===== config.mk =====
export PLATFORM = sky130hd
export DESIGN_NAME = mem_write_arbiter
export DESIGN_NICKNAME = d
export VERILOG_FILES = /design/src/rtl/accel_pkg.sv /design/src/rtl/mem_write_arbiter_rr_pick.sv /design/src/rtl/mem_write_arbiter.sv
export SDC_FILE = /design/constraint.sdc
export NUM_CORES = 1
export LEC_CHECK = 0
export BUFFER_PORTS_ARGS = -buffer_cell sky130_fd_sc_hd__buf_2
export CAP_MARGIN = 40
export CELL_PAD_IN_SITES_DETAIL_PLACEMENT = 0
export CELL_PAD_IN_SITES_GLOBAL_PLACEMENT = 2
export CORE_MARGIN = 5
export CORE_UTILIZATION = 26
export DETAILED_ROUTE_END_ITERATION = 7
export PLACE_DENSITY_LB_ADDON = 0.1
export SETUP_SLACK_MARGIN = 0.3
export SLEW_MARGIN = 10
export SYNTH_ARGS = -nofsm -noshare
export SYNTH_HDL_FRONTEND = slang
export SYNTH_SLANG_ARGS = --single-unit

===== constraint.sdc =====
create_clock -name clk -period 3.1 [get_ports clk]
set_clock_uncertainty 0.1 [all_clocks]
set_input_delay 0.155 -clock clk [delete_from_list [all_inputs] [get_ports clk]]
set_output_delay 0.155 -clock clk [all_outputs]
set_load 0.01 [all_outputs]

===== src/rtl/accel_pkg.sv =====
// rtl/accel_pkg.sv - shared constants and types for the scratchpad write path
//
// Purpose: memory geometry, requester IDs and the write-arbiter state type
// shared by the accelerator datapath blocks.
package accel_pkg;

  localparam int NUM_SIZE        = 16;  // scratchpad data word width
  localparam int WORDS_IN_MEMORY = 32;  // scratchpad depth
  localparam int ADDR_W          = 5;   // scratchpad address width
  localparam int NUM_REQ         = 3;   // write-port requesters
  localparam int MAX_BURST       = 8;   // beats before a burst is forcibly released

  localparam int REQ_MXU  = 0;
  localparam int REQ_VPU  = 1;
  localparam int REQ_HOST = 2;

  typedef enum logic [0:0] {
    ARB_IDLE,
    ARB_BURST
  } arb_state_e;

endpackage


===== src/rtl/mem_write_arbiter_rr_pick.sv =====
// rtl/mem_write_arbiter_rr_pick.sv - combinational round-robin picker
//
// Purpose: pick the first asserted request at or after ptr, wrapping to 0.
// Ports:
//   req    in   N      request vector
//   ptr    in   PTR_W  highest-priority index this cycle (0..N-1)
//   grant  out  N      one-hot winner, zero when no request
//   any    out  1      at least one request asserted
module rr_pick #(
  parameter int N     = 3,
  parameter int PTR_W = 2
) (
  input  logic [N-1:0]     req,
  input  logic [PTR_W-1:0] ptr,
  output logic [N-1:0]     grant,
  output logic             any
);

  // Two passes: first look at indices >= ptr, then fall back to the lowest
  // asserted index overall, which can only be below ptr at that point.
  always_comb begin
    grant = '0;
    any   = 1'b0;
    for (int i = 0; i < N; i++) begin
      if (!any && req[i] && (i >= int'(ptr))) begin
        grant[i] = 1'b1;
        any      = 1'b1;
      end
    end
    for (int i = 0; i < N; i++) begin
      if (!any && req[i]) begin
        grant[i] = 1'b1;
        any      = 1'b1;
      end
    end
  end

endmodule


===== src/rtl/mem_write_arbiter.sv =====
// rtl/mem_write_arbiter.sv - round-robin burst arbiter for the scratchpad write port
//
// Purpose: grants whole valid/ready bursts from MXU (0), VPU (1) and host (2)
// and registers the accepted beat onto the memory write port one cycle later.
// Bursts longer than MAX_BURST beats are cut and the requester re-arbitrates.
// Optional feature macro: MEM_ARB_STATS_EN adds per-requester saturating
// beat and stall counters on stat_beats / stat_stalls.
// Ports:
//   clk, rst     clock; asynchronous active-high reset
//   req_valid    in   NUM_REQ            per-requester beat valid
//   req_last     in   NUM_REQ            beat is final of its burst
//   req_addr     in   NUM_REQ*ADDR_W     flat, requester i at [i*ADDR_W +: ADDR_W]
//   req_data     in   NUM_REQ*NUM_SIZE   flat, requester i at [i*NUM_SIZE +: NUM_SIZE]
//   req_ready    out  NUM_REQ            beat accepted this cycle (one-hot or zero)
//   mem_we       out  1                  registered write enable
//   mem_addr     out  ADDR_W             registered write address
//   mem_wdata    out  NUM_SIZE           registered write data
//   busy         out  1                  a burst is currently granted
//   err_oob      out  1                  pulse: accepted beat had addr >= WORDS
//   err_burst    out  1                  pulse: burst force-released at MAX_BURST
//   stat_beats   out  NUM_REQ*16         (MEM_ARB_STATS_EN) accepted beats per requester
//   stat_stalls  out  NUM_REQ*16         (MEM_ARB_STATS_EN) valid && !ready cycles
module mem_write_arbiter #(
  parameter int NUM_REQ   = accel_pkg::NUM_REQ,
  parameter int NUM_SIZE  = accel_pkg::NUM_SIZE,
  parameter int ADDR_W    = accel_pkg::ADDR_W,
  parameter int WORDS     = accel_pkg::WORDS_IN_MEMORY,
  parameter int MAX_BURST = accel_pkg::MAX_BURST
) (
  input  logic                         clk,
  input  logic                         rst,
  input  logic [NUM_REQ-1:0]           req_valid,
  input  logic [NUM_REQ-1:0]           req_last,
  input  logic [NUM_REQ*ADDR_W-1:0]    req_addr,
  input  logic [NUM_REQ*NUM_SIZE-1:0]  req_data,
  output logic [NUM_REQ-1:0]           req_ready,
  output logic                         mem_we,
  output logic [ADDR_W-1:0]            mem_addr,
  output logic [NUM_SIZE-1:0]          mem_wdata,
  output logic                         busy,
  output logic                         err_oob,
  output logic                         err_burst
`ifdef MEM_ARB_STATS_EN
  ,
  output logic [NUM_REQ*16-1:0]        stat_beats,
  output logic [NUM_REQ*16-1:0]        stat_stalls
`endif
);

  import accel_pkg::*;

  localparam int          PTR_W   = (NUM_REQ > 1) ? $clog2(NUM_REQ) : 1;
  localparam int          CNT_W   = $clog2(MAX_BURST + 1);
  localparam logic [31:0] WORDS_L = 32'(WORDS);

  arb_state_e            state_q, state_d;
  logic [PTR_W-1:0]      rr_ptr_q, rr_ptr_d;
  logic [PTR_W-1:0]      owner_q, owner_d;
  logic [CNT_W-1:0]      beat_cnt_q, beat_cnt_d;
  logic                  mem_we_q, mem_we_d;
  logic [ADDR_W-1:0]     mem_addr_q, mem_addr_d;
  logic [NUM_SIZE-1:0]   mem_wdata_q, mem_wdata_d;
  logic                  busy_q, busy_d;
  logic                  err_oob_q, err_oob_d;
  logic                  err_burst_q, err_burst_d;

  logic [NUM_REQ-1:0]    pick_grant;
  logic                  pick_any;
  logic [PTR_W-1:0]      win_idx;
  logic [NUM_REQ-1:0]    owner_oh;
  logic [NUM_REQ-1:0]    ready;
  logic [PTR_W-1:0]      acc_idx;
  logic                  acc;
  logic [ADDR_W-1:0]     beat_addr;
  logic [NUM_SIZE-1:0]   beat_data;
  logic                  beat_last;
  logic                  beat_oob;
  logic                  cap_hit;
  logic                  rel;
  logic [PTR_W-1:0]      next_ptr;

  rr_pick #(
    .N     (NUM_REQ),
    .PTR_W (PTR_W)
  ) u_rr_pick (
    .req   (req_valid),
    .ptr   (rr_ptr_q),
    .grant (pick_grant),
    .any   (pick_any)
  );

  always_comb begin
    win_idx = '0;
    for (int i = 0; i < NUM_REQ; i++) begin
      if (pick_grant[i]) win_idx = PTR_W'(i);
    end
  end

  // In IDLE the picker's winner is accepted in the same cycle so a burst's
  // first beat costs no bubble. Ready is held low while rst is asserted so
  // nothing is consumed that the reset would then discard.
  always_comb begin
    owner_oh = '0;
    owner_oh[owner_q] = 1'b1;
    ready = '0;
    if (!rst) begin
      if (state_q == ARB_IDLE) ready = pick_grant;
      else                     ready = owner_oh & req_valid;
    end
  end

  always_comb begin
    acc_idx   = (state_q == ARB_IDLE) ? win_idx : owner_q;
    acc       = (|ready) && ((state_q != ARB_IDLE) || pick_any);
    beat_addr = req_addr[int'(acc_idx)*ADDR_W +: ADDR_W];
    beat_data = req_data[int'(acc_idx)*NUM_SIZE +: NUM_SIZE];
    beat_last = req_last[acc_idx];
    beat_oob  = 32'(beat_addr) >= WORDS_L;
    cap_hit   = beat_cnt_q == CNT_W'(MAX_BURST - 1);
    rel       = acc && (beat_last || cap_hit);
    next_ptr  = (acc_idx == PTR_W'(NUM_REQ - 1)) ? '0 : acc_idx + PTR_W'(1);
  end

  always_comb begin
    state_d     = state_q;
    rr_ptr_d    = rr_ptr_q;
    owner_d     = owner_q;
    beat_cnt_d  = beat_cnt_q;
    mem_we_d    = acc && !beat_oob;
    mem_addr_d  = mem_addr_q;
    mem_wdata_d = mem_wdata_q;
    err_oob_d   = acc && beat_oob;
    err_burst_d = rel && !beat_last;

    if (mem_we_d) begin
      mem_addr_d  = beat_addr;
      mem_wdata_d = beat_data;
    end

    if (acc) begin
      if (rel) begin
        state_d    = ARB_IDLE;
        rr_ptr_d   = next_ptr;
        beat_cnt_d = '0;
      end else begin
        state_d    = ARB_BURST;
        owner_d    = acc_idx;
        beat_cnt_d = beat_cnt_q + CNT_W'(1);
      end
    end

    busy_d = (state_d == ARB_BURST);
  end

  always_ff @(posedge clk or posedge rst) begin
    if (rst) begin
      state_q     <= ARB_IDLE;
      rr_ptr_q    <= '0;
      owner_q     <= '0;
      beat_cnt_q  <= '0;
      mem_we_q    <= 1'b0;
      mem_addr_q  <= '0;
      mem_wdata_q <= '0;
      busy_q      <= 1'b0;
      err_oob_q   <= 1'b0;
      err_burst_q <= 1'b0;
    end else begin
      state_q     <= state_d;
      rr_ptr_q    <= rr_ptr_d;
      owner_q     <= owner_d;
      beat_cnt_q  <= beat_cnt_d;
      mem_we_q    <= mem_we_d;
      mem_addr_q  <= mem_addr_d;
      mem_wdata_q <= mem_wdata_d;
      busy_q      <= busy_d;
      err_oob_q   <= err_oob_d;
      err_burst_q <= err_burst_d;
    end
  end

  assign req_ready = ready;
  assign mem_we    = mem_we_q;
  assign mem_addr  = mem_addr_q;
  assign mem_wdata = mem_wdata_q;
  assign busy      = busy_q;
  assign err_oob   = err_oob_q;
  assign err_burst = err_burst_q;

`ifdef MEM_ARB_STATS_EN
  logic [15:0] beats_q  [NUM_REQ];
  logic [15:0] beats_d  [NUM_REQ];
  logic [15:0] stalls_q [NUM_REQ];
  logic [15:0] stalls_d [NUM_REQ];

  always_comb begin
    for (int i = 0; i < NUM_REQ; i++) begin
      beats_d[i]  = beats_q[i];
      stalls_d[i] = stalls_q[i];
      if (ready[i] && (beats_q[i] != 16'hFFFF))
        beats_d[i] = beats_q[i] + 16'd1;
      if (req_valid[i] && !ready[i] && (stalls_q[i] != 16'hFFFF))
        stalls_d[i] = stalls_q[i] + 16'd1;
    end
  end

  always_ff @(posedge clk or posedge rst) begin
    if (rst) begin
      for (int i = 0; i < NUM_REQ; i++) begin
        beats_q[i]  <= '0;
        stalls_q[i] <= '0;
      end
    end else begin
      for (int i = 0; i < NUM_REQ; i++) begin
        beats_q[i]  <= beats_d[i];
        stalls_q[i] <= stalls_d[i];
      end
    end
  end

  always_comb begin
    stat_beats  = '0;
    stat_stalls = '0;
    for (int i = 0; i < NUM_REQ; i++) begin
      stat_beats[i*16 +: 16]  = beats_q[i];
      stat_stalls[i*16 +: 16] = stalls_q[i];
    end
  end
`endif

endmodule


# Word level (Yosys, flattened, before mapping)
# Cells that the tools add are included.
[classes]
n_div = 0
magnitude_cmp = 6
reduce_logical = 23
addsub = 2
shifts = 2
mux = 23
multipliers = 1
n_eq_ne = 2
bitwise = 2
[op_table]
columns = ["op", "n"]
rows = [
  ["variable part select 48 x 7 -> 16 bit", 1],
  ["2-to-1 mux 1 bit", 15],
  ["variable part select 15 x 6 -> 5 bit", 1],
  ["logical AND 1 bit", 12],
  ["zero test 1 bit", 6],
  ["< comparator 2 x 3 -> 1 bit (second input constant)", 2],
  ["2-to-1 mux 2 bit", 3],
  ["2-to-1 mux 3 bit", 2],
  ["multiplier 2 x 3 -> 5 bit (second input constant)", 1],
  ["adder 4 x 1 -> 4 bit (second input constant)", 1],
  ["== test 4 x 3 -> 1 bit (second input constant)", 1],
  [">= comparator 1 x 2 -> 1 bit (first input constant)", 2],
  ["2-to-1 mux 4 bit", 1],
  ["AND reduction 2 bit", 2],
  ["bitwise AND 3 bit", 1],
  ["OR reduction 3 bit", 1],
  ["adder 2 x 1 -> 2 bit (second input constant)", 1],
  ["binary-select mux 1 bit (select 2 bit)", 1],
  ["demux 1 bit (select 2 bit)", 1],
  ["== test 2 bit (second input constant)", 1],
  [">= comparator 2 x 1 -> 1 bit (second input constant)", 1],
  [">= comparator 2 bit (first input constant)", 1],
  ["logical OR 1 bit", 2],
  ["inverter 1 bit", 1],
]
[totals]
romBits = 0
memories = 0
inputBits = 71
regBits = 32
latchBits = 0
ram_bits = 0

# Depth between registers and ports, before layout
# Gate-level depths: netlist of run 1.
[logic_depth]
word_depth = 28
mapped_depth = 9

# By module
# A second synthesis of run 1 with hierarchy kept.
[unflattened]
hier_cells = 199
area_unflattened_um2 = 2093.3
[modules_own_cells]
columns = ["mod", "cells_each", "instances", "area_each_um2", "seq_area_each_um2"]
rows = [
  ["mem_write_arbiter", 187, 1, 2016.9, 800.8],
  ["rr_pick", 12, 1, 76.3, 0.0],
]

# Worst setup path before layout of run 1
# No wires, ideal clock.
[synth_path]
kind = "input -> register"
start = "input port rst"
end = "register owner_q[0]"
path_stages = 7
t_arrival_ns = 2.266
path_slack_ns = 0.609
setup_time_ns = 0.125
path_cell_list = "inv_1 nand3_1 nor3_1 or3_1 buf_2 nor3b_4 mux2_4"
[synth_between]
elab_chain_len = 6
[synth_lines]
columns = ["element", "line_no", "text"]
rows = [
  ["start: declaration", "mem_write_arbiter.sv:31", "input logic rst,"],
  ["2-to-1 mux 3 bit *", "mem_write_arbiter.sv:106", "if (!rst) begin"],
  ["via req_ready[0]", "mem_write_arbiter.sv:36", "output logic [NUM_REQ-1:0] req_ready,"],
  ["OR reduction 3 bit *", "mem_write_arbiter.sv:114", "acc = (|ready) && ((state_q != ARB_IDLE) || pick_any);"],
  ["logical AND 1 bit *", "mem_write_arbiter.sv:114", ""],
  ["logical AND 1 bit", "mem_write_arbiter.sv:120", "rel = acc && (beat_last || cap_hit);"],
  ["inverter 1 bit (no line)", "--", ""],
  ["AND reduction 2 bit (no line) *", "--", ""],
  ["end signal: assignment", "mem_write_arbiter.sv:170", "owner_q <= owner_d;"],
  ["end: declaration", "mem_write_arbiter.sv:58", "logic [PTR_W-1:0] owner_q, owner_d;"],
]
# Mark *: on every way through the listed nets, which the timed path passes. The rest lies on a longest branch.
# A chain may end at the register's enable or synchronous reset.

==> results of run 1 <==
## synthesized netlist by cell type (3+ instances only)
| cell | number | area, µm² |
|---|---|---|
| dfrtp_1 | 32 | 801 |
| nor2_1 | 27 | 101 |
| clkbuf_1 | 9 | 33.8 |
| a222oi_1 | 21 | 210 |
| nand3_1 | 3 | 15.0 |
| and2_1 | 4 | 25.0 |
| a21oi_1 | 25 | 125 |
| inv_1 | 5 | 18.8 |
| nand2_1 | 8 | 30.0 |
| mux2_2 | 3 | 33.8 |
## through the flow
| step | hold slack, ps | power [mW] | util, % |
|---|---|---|---|
| CTS | 69.1 | 2.42 | 37.4 |
| detailed placement | 245 | 2.07 | 35.8 |
| finish | 72.7 | 2.38 | 37.4 |
| floorplan | 197 | 1.62 | - |
| global placement | 242 | 2.03 | 35.3 |
| global route | 82.7 | 2.60 | 37.4 |
## placed cells by master (no fill, tap or decap), types with 2 or more instances in the layout
cell,instances
mux2_4,2
a222oi_1,21
clkinv_2,2
a21oi_1,25
buf_4,3
o32ai_1,2
and2_1,4
nor3_1,2
nor2_1,26
inv_1,5
o21ai_0,2
nand2_1,8
o311a_1,2
dfrtp_1,32
nand3_1,3
a21o_1,2
buf_8,2
mux2_2,3
buf_2,97
clkbuf_8,6
or2_2,2
## critical path, cell delays in order (launching register included)
cell and delay, ps:
dfrtp_1 540, inv_2 100, o2111ai_1 170, o21ai_2 260, buf_8 230, a21o_1 210, o21ai_0 250, mux2_2 370
## cells by family (layout without fill, tap and decap cells)
group,count (synthesis),in the layout
and+or+nand+nor,54,54
adders and majority gates,1,1
other,1,1
AOI/OAI and AO/OA,63,63
buffers and inverters,20,117
muxes,5,5
DFF,32,32
## final cells by class
cell class	instances	area (µm²)
Clock inverter	2	10.0
Fill cell	691	4000
Inverter	6	22.5
Timing Repair Buffer	103	548
Tap cell	77	96.3
Multi-Input combinational cell	124	826
Clock buffer	6	82.6
Sequential cell	32	801
## power breakdown
group          switching (mW)  internal (mW)
registers               0.145          0.622
logic                   0.723          0.560
clock network           0.156          0.177
## sequential cells by signal, indices dropped and copies added (netlist names)
register,cells
beat_cnt_q,4
busy,1
err_burst,1
mem_addr,5
mem_wdata,16
mem_we,1
owner_q,2
rr_ptr_q,2
## timing repair
action	in CTS	in global routing
setup buffers	0	0
endpoints found under the setup margin	0	0
gates resized for setup	0	0
hold buffers	1	0
endpoints found under the hold margin	32	0
## path summary, 6_finish.rpt
path | start | endpoint | slack [ps]
max | busy | rr_ptr_q[1] | 750
min | req_data[13] | mem_wdata[13] | 70
max reg2reg | busy | rr_ptr_q[1] | 750
min reg2reg | mem_wdata[4] | mem_wdata[4] | 420
max in group asynchronous | rst | mem_wdata[4] | 2120
min in group asynchronous | rst | mem_wdata[12] | 470
## metal layers
layer | global-route usage, % | part of all wire (%) | wire (µm)
met1 | 16.3 | 43 | 2340
met2 | 21.6 | 48 | 2630
met3 | 4.21 | 7.6 | 412
met4 | 5.01 | 1.1 | 61
met5 | 0 | 0 | 0
==> metrics.txt, run 1 <==
core area 0.00639 mm²; share of layout cells above drive strength 1 45.4%; H-tree levels 2; total congestion overflow 0; GRT Total Usage 13.2%; fin cells 350; Final Instance Area 0.00239 mm²; Mapped Nets 248; dpl cell area 0.00228 mm²; post-route ant nets 0; post-synthesis compound-gate area fraction 27.8%; mux share of post-synthesis cell area 3.73%; Post-synth EDFFs 0; setup slack after layout 749 ps; Post-Syn Area 0.00171 mm²; Placed Instances 341; Vias/cell 5.05; HPWL Detailed 4150 µm; largest family of logic cells by synthesized area compound AO/OA/AOI/OAI gates; critical path startpoint category flip-flop; Yosys cell types 40; hold path cells 3; crit path time final 2350 ps; row count 29; vias in the first global route 1811; Avg Cell Area, Syn 9.73 µm²; Num Clock Sinks 32; die height 91.2 µm; wire per inst 15.6 µm; CP arrival 2420 ps; fmax 0.425 GHz; Tcrit/Tclk final 75.8%; TritonRoute pass-1 iters 7; layout net count 344; initial DRC count 160; Layout area overhead 39.3%; MaxCap Viol Count 0; clock-pin transition on the worst setup and hold timing paths 70 ps; Inserted Diodes 0; max-slew violations 0; Gate Count Post-Synth 176; critical path type flip-flop to flip-flop; final WL 5440 µm; Pwr per Cell Area 999 mW/mm²; Die ar. 0.00831 mm²; Initial Utilization 26.8%; CTS tree yes; worst-path fanout max 15; clock buffers created by TritonCTS 5; Clock Tree Buf Depth 2; IO Port Bufs 97; Synth Flop Type dfrtp_1; DP Worst Slack 762 ps; Pleak 1.19 nW; Setup TNS 0 ps; fraction of registers with async set/reset 100%; CP endpoint kind flip-flop; Synth Area in Adders 0.730%; I/O pin total 99; Root Buffer clkbuf_8; HP Class input port to flip-flop; CP Data Required Time 3170 ps; global-route wire length before repair 8940 µm; XOR/XNOR Fraction of Synth Area 0%; total vias in the final route 1768; Yosys reg bits 32; Rel. slew slack 60.7%; initial antenna violation count 0; Seq/Total Area, Yosys 46.7%; DRC Markers 0; Worst-Margin Slew 589 ps; VDD IR max 0.362 mV; Final Wtd Congestion 0.704; final hold vios 0; Die Wd 91.2 µm; Final setup viols 0; RSZ-0062 raised after global routing false; simple-gate portion of the synthesized area 15.4%; clock latency on the worst-skew pair 280 ps; pin count of the biggest net entering global routing 34; Worst R2R Path Depth 7; status finished, final reports clean; synth warn 0
Note: power is estimated with default switching activity, not from simulation.
==> run 2: changes to the inputs <==
--- a/config.mk
+++ b/config.mk
@@ -10,7 +10,7 @@
 export CELL_PAD_IN_SITES_DETAIL_PLACEMENT = 0
 export CELL_PAD_IN_SITES_GLOBAL_PLACEMENT = 2
 export CORE_MARGIN = 5
-export CORE_UTILIZATION = 26
+export CORE_UTILIZATION = 24
 export DETAILED_ROUTE_END_ITERATION = 7
 export PLACE_DENSITY_LB_ADDON = 0.1
 export SETUP_SLACK_MARGIN = 0.3
==> constraint.sdc (replaced) <==
create_clock -name clk -period 2.38 [get_ports clk]
set_clock_uncertainty 0.1 [all_clocks]
set_input_delay 0.119 -clock clk [delete_from_list [all_inputs] [get_ports clk]]
set_output_delay 0.119 -clock clk [all_outputs]
set_load 0.01 [all_outputs]
==> metrics.txt, run 2 (synthesized netlist as in run 1, its figures left out) <==
total vias in the final route 1834; DRC Markers 0; MaxCap Viol Count 0; setup slack after layout 212 ps; share of layout cells above drive strength 1 54.2%; Pleak 1.28 nW; CP Data Required Time 2450 ps; Worst R2R Path Depth 6; row count 30; vias in the first global route 1877; fmax 0.461 GHz; Root Buffer clkbuf_8; cells along the critical path inv_4 > and3_4 > o311a_1 > or3_4 > nor3b_4 > mux2_4; global-route wire length before repair 9340 µm; Setup crit end owner_q[1]; Final Wtd Congestion 0.758; I/O pin total 99; RR Startpoint busy; clock-pin transition on the worst setup and hold timing paths 70 ps; setup slack, reg-to-reg 210 ps; TritonRoute pass-1 iters 7; most frequent cells in the layout buf_2 (97), dfrtp_1 (29), nor2_1 (26); clock buffers created by TritonCTS 5; reg2reg end owner_q[1]; Clock Tree Buf Depth 2; delay-heaviest family, CP simple AND/OR/NAND/NOR gates; Largest register FFs 16; IO Port Bufs 97; Setup TNS 0 ps; H-tree levels 2; most common cell after layout, fill and taps aside buf_2; CP startpoint busy; Fill cells 708; status finished, final reports clean; Num Clock Sinks 32; wire per inst 15.4 µm; Initial Utilization 24.9%; Layout Utilization 38.3%; Pwr per Cell Area 1330 mW/mm²; Die Wd 94.5 µm; Die ar. 0.00893 mm²; CTS tree yes; Layout area overhead 53.6%; core area 0.00687 mm²; GRT Total Usage 13.4%; HPWL Detailed 4480 µm; VDD IR max 0.390 mV; critical path startpoint category flip-flop; HP Class input port to flip-flop; Max stage delay on crit path 460 ps; max-slew violations 0; total congestion overflow 0; DP Worst Slack 78.8 ps; post-route ant nets 0; final hold vios 0; critical path type flip-flop to flip-flop; die height 94.5 µm; Slowest-stage cell, CP dfrtp_2; clock latency on the worst-skew pair 280 ps; Vias/cell 4.80; initial antenna violation count 0; CP arrival 2240 ps; crit path time final 2170 ps; Final Instance Area 0.00263 mm²; initial DRC count 108; pin count of the biggest net entering global routing 26; layout net count 357; Final setup viols 0; total buffers and inverters traversed by the critical path 1; worst-path fanout max 7; Tcrit/Tclk final 91.1%; Inserted Diodes 0; CP endpoint kind flip-flop; RSZ-0062 raised after global routing true; Crit path depth 6; dpl cell area 0.00236 mm²; final WL 5890 µm
[run 2: worst reg2reg max path, delay by kind of cell (launching register included)]
family	cells	cell delay, ps
AO/OA/AOI/OAI	1	380
buffers and inverters	1	60
flip-flops	1	460
multiplexers	1	300
AND/OR/NAND/NOR	3	770
[run 2: worst min-delay path by stage]
stage / from / to / slack, ps / cells after the start
final: req_data[15] / mem_wdata[15] / 40 / 3
after floorplan: rst / beat_cnt_q[0] / -40 / 1
after CTS: req_data[15] / mem_wdata[15] / 40 / 3
after global placement: rst / mem_wdata[9] / -30 / 2
after global routing: req_data[1] / mem_wdata[1] / 50 / 3
after detailed placement: rst / owner_q[1] / -30 / 2
[run 2: timing repair]
action | CTS | global route
setup endpoints to repair | 31 | 31
gates resized for setup | 9 | 15
endpoints found under the hold margin | 32 | 0
setup buffers | 1 | 5
hold buffers | 1 | 0
pin swaps | 3 | 8
[run 2: through the flow]
step | hold WS, ps | cells | total power, mW
after global routing | 49.1 | 382 | 3.81
after global placement | -29.1 | 367 | 2.80
after floorplan | -39.9 | 176 | 2.11
final | 43.6 | 382 | 3.50
after CTS | 36.5 | 377 | 3.43
after detailed placement | -31.7 | 367 | 2.78
[run 2: final cells by class]
type / count / area (µm²) / area share (%)
tap: 96 / 120 / 4.56
sequential: 32 / 805 / 30.6
clock inverter: 1 / 30.0 / 1.14
multi-input combinational: 124 / 908 / 34.5
timing repair buffer: 116 / 643 / 24.4
clock buffer: 7 / 96.3 / 3.66
inverter: 6 / 28.8 / 1.09
[run 2: routing by layer]
metal	routed length (µm)	track usage [%]	vias to the layer above
li1	-	-	898
met1	2570	17.0	858
met2	2810	21.6	71
met3	421	4.22	7
met4	90	4.69	0
met5	0	0	-
[run 2: where the power goes]
part           internal [mW]  leakage [nW]  switching, mW  total [mW]
Clock                  0.370        0.0645          0.206       0.575
Combinational          0.887         0.847           1.03        1.91
Sequential             0.815         0.370          0.199        1.01
Total                   2.07          1.28           1.43        3.50
==> run 3: changes to the inputs <==
--- a/config.mk
+++ b/config.mk
@@ -5,12 +5,13 @@
 export SDC_FILE = /design/constraint.sdc
 export NUM_CORES = 1
 export LEC_CHECK = 0
+export ABC_AREA = 1
 export BUFFER_PORTS_ARGS = -buffer_cell sky130_fd_sc_hd__buf_2
 export CAP_MARGIN = 40
 export CELL_PAD_IN_SITES_DETAIL_PLACEMENT = 0
 export CELL_PAD_IN_SITES_GLOBAL_PLACEMENT = 2
 export CORE_MARGIN = 5
-export CORE_UTILIZATION = 24
+export CORE_UTILIZATION = 23
 export DETAILED_ROUTE_END_ITERATION = 7
 export PLACE_DENSITY_LB_ADDON = 0.1
 export SETUP_SLACK_MARGIN = 0.3
==> metrics.txt, run 3 <==
Fill cells 924; Pwr per Cell Area 1370 mW/mm²; Die ar. 0.0104 mm²; final WL 6710 µm; Vias/cell 4.39; Largest register FFs 16; final hold vios 0; fraction of registers with async set/reset 100%; Root Buffer clkbuf_8; Clock Tree Buf Depth 2; CP startpoint rr_ptr_q[0]; Final Wtd Congestion 0.713; Mapped Nets 358; total buffers and inverters traversed by the critical path 2; Synth Flop Type dfrtp_1; CP Data Required Time 2460 ps; clock latency on the worst-skew pair 280 ps; synth top area cells dfrtp_1 (41%), nand2_1 (27%), nand3_1 (13%); critical path startpoint category flip-flop; most frequent cells in the layout nand2_1 (137), buf_2 (97), nand3_1 (52); Yosys top cell by area dfrtp_1; Setup TNS 0 ps; post-route ant nets 0; initial antenna violation count 0; synth warn 0; Avg Cell Area, Syn 6.83 µm²; CTS tree yes; fmax 0.530 GHz; die height 102 µm; reg2reg end owner_q[0]; Initial Utilization 23.7%; status finished, final reports clean; H-tree levels 2; Placed Instances 483; PnR Total Power 3.73 mW; share of the synthesized area in the top cell type 41.0%; DRC Markers 0; Die Wd 102 µm; Yosys reg bits 32; share of layout cells above drive strength 1 32.6%; cells along the critical path nor2_1 > nand2_2 > nand3_1 > nor2_1 > nand3_1 > nand2_1 > nand2_2 > inv_8 > nand2_4 > nand3_4 > buf_6 > nand4_1 > nand2_1; Slowest-stage cell, CP dfrtp_1; Max stage delay on crit path 410 ps; Seq/Total Area, Yosys 41.0%; global-route wire length before repair 10900 µm; delay-heaviest family, CP simple AND/OR/NAND/NOR gates; critical path type flip-flop to flip-flop; crit path time final 1890 ps; VDD IR max 0.504 mV; Worst R2R Path Depth 13; wire per inst 13.6 µm; GRT Total Usage 13.3%; fin cells 495; Post-synth EDFFs 0; max-slew violations 0; total vias in the final route 2175; Yosys cell types 25; vias in the first global route 2272; Crit path depth 13; Setup crit end owner_q[0]; initial DRC count 55; count leader, synth nand2_1; Pleak 1.62 nW; Gate Count Post-Synth 286; I/O pin total 99; Inserted Diodes 0; IO Port Bufs 97; most common cell after layout, fill and taps aside nand2_1; clock-pin transition on the worst setup and hold timing paths 70 ps; RR Startpoint rr_ptr_q[0]; Hold Slack 30.5 ps; MaxCap Viol Count 0; most instantiated cells after synthesis nand2_1 (138), nand3_1 (52), dfrtp_1 (32), inv_1 (19), buf_2 (7); CP arrival 1960 ps; clock buffers created by TritonCTS 5; Layout area overhead 39.1%; HPWL Detailed 4930 µm; core area 0.00826 mm²; row count 33; layout net count 462; Num Clock Sinks 32; Post-Syn Area 0.00195 mm²; setup slack, reg-to-reg 490 ps; HP Class input port to flip-flop; TritonRoute pass-1 iters 4; total congestion overflow 0; Tcrit/Tclk final 79.2%; Final setup viols 0; pin count of the biggest net entering global routing 33; RSZ-0062 raised after global routing false; CP endpoint kind flip-flop; worst-path fanout max 13
[run 3: cell count changes in the layout (fill, tap and decap cells not counted), sizes merged, moves of 4 or more]
cell and change:
a21oi -24, a222oi -21, and2 -4, buf -7
inv +16, mux2 -5, nand2 +134, nand3 +53
nand4 +6, nor2 -22
[run 3: power by group]
part | leakage [nW] | switching, mW | internal, mW
Combinational | 1.16 | 1.50 | 0.837
Clock | 0.0503 | 0.201 | 0.258
Sequential | 0.408 | 0.147 | 0.794
[run 3: worst register-to-register path, stage by stage, from the launching register on]
cell	delay (ps)
dfrtp_1	410
nor2_1	140
nand2_2	80
nand3_1	100
nor2_1	50
nand3_1	60
nand2_1	60
nand2_2	140
inv_8	60
nand2_4	100
nand3_4	150
buf_6	200
nand4_1	80
nand2_1	60
[run 3: final cells by class]
type	count	area [µm²]	area share (%)
clock buffers	7	96.3	3.55
inverters	21	93.8	3.45
multi-input cells	221	1010	37.1
flip-flops and latches	32	801	29.5
well taps	105	131	4.84
repair buffers	109	586	21.6
[run 3: routing by layer]
metal | track usage (%) | vias up | share of wire, %
met5 | 0 | - | 0
met4 | 3.33 | 0 | 1.0
met3 | 3.89 | 6 | 6.2
met2 | 21.2 | 57 | 46
met1 | 17.8 | 994 | 47
li1 | - | 1118 | -
[run 3: worst min-delay path by stage]
stage                             from            end  slack [ps]  cells after the start
after floorplan                    rst  beat_cnt_q[0]         140                      1
after global placement             rst   mem_wdata[9]         180                      3
after detailed placement           rst   mem_wdata[9]         180                      3
after CTS                  req_addr[8]    mem_addr[3]          30                      5
after global routing      req_data[21]   mem_wdata[5]          50                      5
final                     req_data[30]  mem_wdata[14]          30                      5
[run 3: cell families after synthesis]
kind of cell	Yosys count	share of synthesized area, %
compound gates	7	2.18
xor+xnor	2	0.897
fa+ha+maj	1	0.641
buf+inv	35	9.16
flops	32	41.0
other cells	1	0.192
simple gates	208	45.9
[run 3: through the flow]
step,util (%),area (µm²),setup slack [ps]
finish,32.9,2720,494
global route,32.9,2720,308
global placement,30.8,2540,308
floorplan,-,1950,545
detailed placement,30.8,2540,230
CTS,32.2,2660,318
[run 3: repair_timing]
item | 4_1_cts | 5_1_grt
gates resized for setup | 1 | 9
hold buffers | 1 | 0
endpoints found under the setup margin | 26 | 31
gates cloned | 1 | 1
hold endpoints to repair | 32 | 0
buffers inserted | 0 | 2
pin swaps | 0 | 0
